File: src/rtl/regfile_mp_if.sv
// rtl/regfile_mp_if.sv - register file port bundle: two write ports, two read ports, debug read, scrub control
interface regfile_mp_if #(
    parameter int DATA_W = 32,
    parameter int NREG   = 15
);
    logic [3:0]             dstE;
    logic [DATA_W-1:0]      valE;
    logic [3:0]             dstM;
    logic [DATA_W-1:0]      valM;
    logic [3:0]             srcA;
    logic [3:0]             srcB;
    logic [3:0]             rID;
    logic                   clear;
    logic [DATA_W-1:0]      valA;
    logic [DATA_W-1:0]      valB;
    logic [DATA_W-1:0]      rdata;
    logic [NREG*DATA_W-1:0] regs_flat;
    logic                   busy;

    modport master (
        output dstE, valE, dstM, valM, srcA, srcB, rID, clear,
        input  valA, valB, rdata, regs_flat, busy
    );

    modport slave (
        input  dstE, valE, dstM, valM, srcA, srcB, rID, clear,
        output valA, valB, rdata, regs_flat, busy
    );
endinterface

File: src/rtl/regfile_mp.sv
// rtl/regfile_mp.sv - multi-port register file with registered reads, optional write bypass and sequential scrub
module regfile_mp #(
    parameter int DATA_W = 32,
    parameter int NREG   = 15,
    parameter int BYPASS = 1
) (
    input  logic         clock,
    input  logic         reset,
    regfile_mp_if.slave  bus
);
    localparam int IDX_W = (NREG > 1) ? $clog2(NREG) : 1;

    typedef enum logic {
        IDLE  = 1'b0,
        SCRUB = 1'b1
    } state_t;

    state_t             state_q, state_d;
    logic [IDX_W-1:0]   idx_q, idx_d;
    logic               busy_q, busy_d;
    logic [DATA_W-1:0]  regs_q [NREG];
    logic [DATA_W-1:0]  regs_d [NREG];
    logic [DATA_W-1:0]  val_a_q, val_a_d;
    logic [DATA_W-1:0]  val_b_q, val_b_d;
    logic [DATA_W-1:0]  rdata_q, rdata_d;

    // Next register contents: E first, then M overrides, then the scrub slot overrides both.
    // IDs >= NREG never match a loop index, so they fall through as no-writes.
    always_comb begin
        regs_d = regs_q;
        for (int i = 0; i < NREG; i++) begin
            if (bus.dstE == 4'(i)) regs_d[i] = bus.valE;
            if (bus.dstM == 4'(i)) regs_d[i] = bus.valM;
            if ((state_q == SCRUB) && (idx_q == IDX_W'(i))) regs_d[i] = '0;
        end
    end

    // Read mux: write-through view (regs_d) or pre-edge view (regs_q); out-of-range IDs read 0.
    always_comb begin
        val_a_d = '0;
        val_b_d = '0;
        rdata_d = '0;
        for (int i = 0; i < NREG; i++) begin
            if (bus.srcA == 4'(i)) val_a_d = (BYPASS != 0) ? regs_d[i] : regs_q[i];
            if (bus.srcB == 4'(i)) val_b_d = (BYPASS != 0) ? regs_d[i] : regs_q[i];
            if (bus.rID  == 4'(i)) rdata_d = (BYPASS != 0) ? regs_d[i] : regs_q[i];
        end
    end

    // Scrub FSM: clear starts a walk over idx 0..NREG-1; clear is ignored while walking.
    always_comb begin
        state_d = state_q;
        idx_d   = idx_q;
        case (state_q)
            IDLE: begin
                if (bus.clear) begin
                    state_d = SCRUB;
                    idx_d   = '0;
                end
            end
            SCRUB: begin
                if (idx_q == IDX_W'(NREG - 1)) begin
                    state_d = IDLE;
                    idx_d   = '0;
                end else begin
                    idx_d = idx_q + IDX_W'(1);
                end
            end
            default: begin
                state_d = IDLE;
                idx_d   = '0;
            end
        endcase
        busy_d = (state_d == SCRUB);
    end

    // State, register array and read-data flops; reset clears everything and aborts any scrub.
    always_ff @(posedge clock or negedge reset) begin
        if (!reset) begin
            state_q <= IDLE;
            idx_q   <= '0;
            busy_q  <= 1'b0;
            val_a_q <= '0;
            val_b_q <= '0;
            rdata_q <= '0;
            for (int i = 0; i < NREG; i++) regs_q[i] <= '0;
        end else begin
            state_q <= state_d;
            idx_q   <= idx_d;
            busy_q  <= busy_d;
            val_a_q <= val_a_d;
            val_b_q <= val_b_d;
            rdata_q <= rdata_d;
            for (int i = 0; i < NREG; i++) regs_q[i] <= regs_d[i];
        end
    end

    assign bus.valA  = val_a_q;
    assign bus.valB  = val_b_q;
    assign bus.rdata = rdata_q;
    assign bus.busy  = busy_q;

    for (genvar g = 0; g < NREG; g++) begin : g_flat
        assign bus.regs_flat[g*DATA_W +: DATA_W] = regs_q[g];
    end
endmodule

File: src/flat_wrapper.sv
// flat-port wrapper written by rule: the top's interface ports become plain ports
module regfile_mp_flat 
#(
    parameter int DATA_W = 32,
    parameter int NREG   = 15,
    parameter int BYPASS = 1
)
  (clock, reset, bus_dstE, bus_valE, bus_dstM, bus_valM, bus_srcA, bus_srcB, bus_rID, bus_clear, bus_valA, bus_valB, bus_rdata, bus_regs_flat, bus_busy);
  regfile_mp_if #(.DATA_W(DATA_W), .NREG(NREG)) bus_i ();
  input  logic clock;
  input  logic reset;
  input wire logic [$bits(bus_i.dstE)-1:0] bus_dstE;
  input wire logic [$bits(bus_i.valE)-1:0] bus_valE;
  input wire logic [$bits(bus_i.dstM)-1:0] bus_dstM;
  input wire logic [$bits(bus_i.valM)-1:0] bus_valM;
  input wire logic [$bits(bus_i.srcA)-1:0] bus_srcA;
  input wire logic [$bits(bus_i.srcB)-1:0] bus_srcB;
  input wire logic [$bits(bus_i.rID)-1:0] bus_rID;
  input wire logic [$bits(bus_i.clear)-1:0] bus_clear;
  output wire logic [$bits(bus_i.valA)-1:0] bus_valA;
  output wire logic [$bits(bus_i.valB)-1:0] bus_valB;
  output wire logic [$bits(bus_i.rdata)-1:0] bus_rdata;
  output wire logic [$bits(bus_i.regs_flat)-1:0] bus_regs_flat;
  output wire logic [$bits(bus_i.busy)-1:0] bus_busy;
  assign bus_i.dstE = bus_dstE;
  assign bus_i.valE = bus_valE;
  assign bus_i.dstM = bus_dstM;
  assign bus_i.valM = bus_valM;
  assign bus_i.srcA = bus_srcA;
  assign bus_i.srcB = bus_srcB;
  assign bus_i.rID = bus_rID;
  assign bus_i.clear = bus_clear;
  assign bus_valA = bus_i.valA;
  assign bus_valB = bus_i.valB;
  assign bus_rdata = bus_i.rdata;
  assign bus_regs_flat = bus_i.regs_flat;
  assign bus_busy = bus_i.busy;
  regfile_mp #(.DATA_W(DATA_W), .NREG(NREG), .BYPASS(BYPASS)) u_core (.clock(clock), .reset(reset), .bus(bus_i));
endmodule
File: config.mk
export PLATFORM = sky130hd
export DESIGN_NAME = regfile_mp_flat
export DESIGN_NICKNAME = d
export VERILOG_FILES = /design/src/rtl/regfile_mp_if.sv /design/src/rtl/regfile_mp.sv /design/src/flat_wrapper.sv
export SDC_FILE = /design/constraint.sdc
export NUM_CORES = 2
export LEC_CHECK = 0
export ABC_AREA = 1
export BUFFER_PORTS_ARGS = -buffer_cell sky130_fd_sc_hd__buf_2
export CORE_MARGIN = 2
export CORE_UTILIZATION = 50
export CTS_BUF_LIST = sky130_fd_sc_hd__clkbuf_8
export DETAILED_ROUTE_END_ITERATION = 6
export HOLD_SLACK_MARGIN = 0.02
export PLACE_DENSITY_LB_ADDON = 0.15
export SLEW_MARGIN = 20
export SYNTH_ARGS = -nofsm -noshare
export SYNTH_HDL_FRONTEND = slang
export SYNTH_SLANG_ARGS = --single-unit
File: constraint.sdc
create_clock -name clock -period 3.5 [get_ports clock]
set_input_delay 0.175 -clock clock [delete_from_list [all_inputs] [get_ports clock]]
set_output_delay 0.175 -clock clock [all_outputs]
set_load 0.01 [all_outputs]
**Word-level counts from Yosys, hierarchy flattened**

Index checks and enable logic that the tools add are counted.

- Muxes and demuxes: 96
- Equality and inequality tests: 85
- Add/subtract/negate cells: 1
- Reductions and logical operators: 21
- Bitwise operators: 1

Operators with widths:

| cell | count |
|---|---|
| $mux 32 | 90 |
| $eq 4x4->1 const B | 42 |
| $eq 4x3->1 const B | 24 |
| $eq 4x2->1 const B | 12 |
| $eq 4x1->1 const B | 6 |
| $logic_not 4->1 | 6 |
| $logic_and 1x1->1 | 15 |
| $mux 4 | 2 |
| $pmux 4 s2 | 1 |
| $add 4x1->4 const B | 1 |
| $mux 1 | 2 |
| $ne 2x2->1 const B | 1 |
| $pmux 1 s2 | 1 |
| $not 1->1 | 1 |

- Word-level logic and storage cells: 224
- Output and inout bits: 577
- Input port bits: 87
- Flip-flop bits (word level): 581

**Logic depth before layout (Yosys ltp)**

- Depth in word-level cells: 19
- Mapped depth: 17
- Gate-level depth less buffers: 16

**Worst setup path after synthesis**

Ideal clock, no wire load.

- Kind: flip-flop to flip-flop
- From: register u_core.state_q
- To: register u_core.val_b_q[7], in the netlist u_core.bus.valB[7]
- Cell stages (with the launch flop): 16
- Clock period less this slack: 1.886 ns
- Slack: 1.614 ns
- Data required time: 3.370 ns
- Setup time: 0.130 ns
- Arrival time: 1.756 ns
- Buffers on the path: 2
- Path through: dfrtp_1 -> buf_2 -> inv_1 -> nor2_1 -> nand2_1 -> clkbuf_1 -> o21ai_0 -> inv_1 -> nand3_1 -> nand2_1 -> inv_1 -> nand4_1 -> nand2_1 -> nand4_1 -> nor2_1 -> nand4_1

- Cells in the longest elaborated chain, start to end: 17
- Elaborated cells between the ends (all ways): 45
- Classes of those cells: mux (30); reduce/logical (15)

RTL lines:

| what | line | RTL |
|---|---|---|
| from (decl) | regfile_mp.sv:18 | `state_t state_q, state_d;` |
| from (signal assigned) | regfile_mp.sv:88 | `state_q <= state_d;` |
| $logic_and 1x1->1 | regfile_mp.sv:34 | `if ((state_q == SCRUB) && (idx_q == IDX_W'(i))) regs_d[i] = '0;` |
| $mux 32 | regfile_mp.sv:34 |  |
| $mux 32 (14 in a row) | regfile_mp.sv:45 | `if (bus.srcB == 4'(i)) val_b_d = (BYPASS != 0) ? regs_d[i] : regs_q[i];` |
| $mux 32 * | regfile_mp.sv:45 |  |
| via u_core.val_b_d[7] | regfile_mp.sv:24 | `logic [DATA_W-1:0] val_b_q, val_b_d;` |
| to (signal assigned) | regfile_mp.sv:92 | `val_b_q <= val_b_d;` |
| to (decl) | regfile_mp.sv:24 |  |

The timed path passes the listed nets; every way through them passes the cells marked *.
A chain may end at the register's enable or synchronous reset.

==> flow_summary.json <==
{
  "clk_pin_slew_ps": 70,
  "seq_power_share": 0.334,
  "slew_violations": 0,
  "via_per_inst": 6.09,
  "end_kind": "register",
  "crit_family": "buffers and inverters",
  "dp_slack_ps": 583,
  "cts_max_level": 3,
  "period_needed_ps": 3180,
  "globalRoute.totalOverflow": 0,
  "cts_made_buffers": 107,
  "cts-root-buf": "clkbuf_8",
  "fillers": 7888,
  "p_comb_frac": 0.487,
  "period_share": 0.909,
  "synth.distinct_cells": 25,
  "rows": 104,
  "layout_common_cells": "2109 x nand2_1, 881 x nand3_1, 841 x inv_1, 662 x buf_2, 581 x dfrtp_1",
  "crit_top_cell": "nand2_1",
  "finalSetupTns_ps": 0,
  "synth_fp_nets": 6695,
  "hold_path.class": "input pin to register",
  "rsz0062_at_grt": "no",
  "max_freq_mhz": 314,
  "maxCapViolCount": 0,
  "arrival_ps": 3850,
  "violations": "design-rule violations",
  "cts_tree": "done",
  "via_count": 50900,
  "slowest_stage": "dfrtp_1",
  "die_w_um": 290,
  "grt_pass1_vias": 44600,
  "final_common_cell": "nand2_1",
  "grt_max_degree": 107,
  "wire_per_inst_um": 25.9,
  "switching_share": 0.502,
  "critical_path_class": "register to register",
  "dieHeight_um": 290,
  "intPower_mw": 19.4,
  "synth_top_area_frac": 0.355,
  "ir_worst_vdd_mv": 0.676,
  "die-area_um2": 84200,
  "syn2layout_area_growth_pct": 19.1,
  "drive_gt1_frac": 0.172,
  "ios": 664,
  "power.switching_mw": 19.5,
  "cts_max_path_buffers": 3,
  "post_cts_buffers": 0,
  "hold_violations": 0,
  "powerDensity_nw_per_um2": 796,
  "drt_iter0_drc": 9096,
  "hpwl_um": 159000,
  "skew_ps": 52.1,
  "nNetsFinal": 7301,
  "critPathLaunchType": "register",
  "post_cts_resized": 0,
  "yosys_warnings": 0,
  "syn_inst": 6608,
  "first_pass_iters": 7,
  "status": "finished, violations left",
  "relSlewSlack": 0.267,
  "setup_viol": 0,
  "clkPwrFrac": 0.179,
  "path_buf_inv": 5,
  "start_util": 0.507,
  "leakage_nw": 26.0,
  "critPathRequiredTime_ps": 4160,
  "finalWirelength_um": 217000,
  "syn_area_per_cell_um2": 6.20,
  "gp_congestion": 1.05,
  "worstMarginPinSlew_ps": 1090,
  "clk_latency_ps": 800,
  "synth_seq_area_share": 0.355,
  "io_buffers": 663,
  "grt_antenna_before_repair": 13,
  "cts.sinks": 581,
  "path_cells": "inv_1 > nor2_1 > nand2_1 > buf_4 > o21ai_1 > inv_2 > nand2_1 > dlygate4sd3_1 > inv_1 > nand2_1 > nand4_1 > nand2_1 > nand3_1 > nand2_1 > nand3_1",
  "grt_usage": 0.492,
  "grt_pass1_wl_um": 309000,
  "worst_slack_ps": 317,
  "ys_ff_latch": 581,
  "remaining_drc_errors": 30,
  "ctsHoldBuffers": 77,
  "yosysTopAreaCell": "dfrtp_1",
  "synth_area_leaders": "dfrtp_1 36%, nand2_1 19%, nand3_1 11%",
  "crit_fanout": 32,
  "postRouteAntennaNets": 0,
  "cpPeakStageDelay_ps": 560,
  "coreArea_um2": 80800,
  "synth_area_um2": 40900
}
## synthesized netlist by cell type
cell type / number
buf_1: 19
o22ai_1: 1
nor3_2: 1
nand3_1: 882
a21oi_1: 101
a31oi_1: 1
nand2_2: 6
inv_2: 156
dfrtp_1: 581
nand4_1: 258
inv_1: 805
nor2_4: 3
nor2_1: 365
clkbuf_1: 375
o211ai_1: 322
o21ai_0: 324
clkinv_1: 104
nor3_1: 1
nand2_1: 2121
o21ai_1: 121
buf_2: 46
clkbuf_2: 2
o22a_1: 1
or2_2: 3
nor2_2: 9
## flip-flops by register name (all words and copies together), names as in the netlist
name / cells
u_core.bus.valB: 32
u_core.state_q: 1
u_core.bus.valA: 32
u_core.bus.regs_flat: 480
u_core.bus.rdata: 32
u_core.idx_q: 4
## power groups by stage
stage          registers [mW]  logic (mW)  clock network, mW
2_1_floorplan            12.9        9.17                  0
3_3_place_gp             12.8        17.8                  0
3_5_place_dp             12.7        18.0                  0
4_1_cts                  12.7        18.2               6.91
5_1_grt                  13.0        20.4               7.20
6_report                 13.0        18.9               6.95
## path summary, 6_finish.rpt
check                                    startpoint                   endpoint  slack [ps]  cells past startpoint
max                                  u_core.state_q         u_core.bus.valA[9]         320                     15
min                                     bus_dstE[1]   u_core.bus.regs_flat[33]          70                      6
max reg2reg                          u_core.state_q         u_core.bus.valA[9]         320                     15
min reg2reg                u_core.bus.regs_flat[42]   u_core.bus.regs_flat[42]         610                      2
max in group asynchronous                     reset  u_core.bus.regs_flat[424]        2740                      3
min in group asynchronous                     reset   u_core.bus.regs_flat[47]         150                      3
## logic make-up (layout without fill, tap and decap cells)
logic type,count (synthesis),count (layout),synth area share
AND/OR/NAND/NOR,3649,3649,0.379
buffers and inverters,1507,2193,0.140
AO/OA/AOI/OAI,871,871,0.126
flip-flops,581,581,0.355
other,0,5,0
## cell type report
class | count | area, um^2 | share of cell area
flip-flops and latches | 581 | 14500 | 0.298
diodes | 5 | 12.5 | 0.000257
clock buffers | 127 | 1750 | 0.0358
clock inverters | 62 | 424 | 0.00870
repair buffers | 939 | 5840 | 0.120
inverters | 1065 | 4000 | 0.0820
multi-input cells | 4520 | 20900 | 0.428
well taps | 1060 | 1330 | 0.0272
## routing by layer
| layer | part of all wire | wire (um) | GRT usage |
|---|---|---|---|
| met1 | 0.38 | 82700 | 0.684 |
| met2 | 0.39 | 84500 | 0.667 |
| met3 | 0.18 | 39800 | 0.220 |
| met4 | 0.044 | 9520 | 0.181 |
| met5 | 0.00030 | 65 | 0 |
## worst register-to-register path, cell delays in order, from the launching register on
cell and delay, ps:
dfrtp_1 560, inv_1 210, nor2_1 240, nand2_1 100, buf_4 300, o21ai_1 170
inv_2 60, nand2_1 60, dlygate4sd3_1 560, inv_1 60, nand2_1 100, nand4_1 230
nand2_1 160, nand3_1 100, nand2_1 70, nand3_1 60
## metrics by stage
step	util	area [um^2]	total power, mW	instances	hold slack, ps
after detailed placement	0.567	45800	30.8	8088	177
final	0.604	48800	38.8	8359	69.4
after global placement	0.567	45800	30.6	8088	173
after global routing	0.603	48800	40.6	8358	148
after CTS	0.603	48800	37.8	8354	30.2
after floorplan	-	40900	22.1	6608	-121
(Power assumes the default switching activity.)
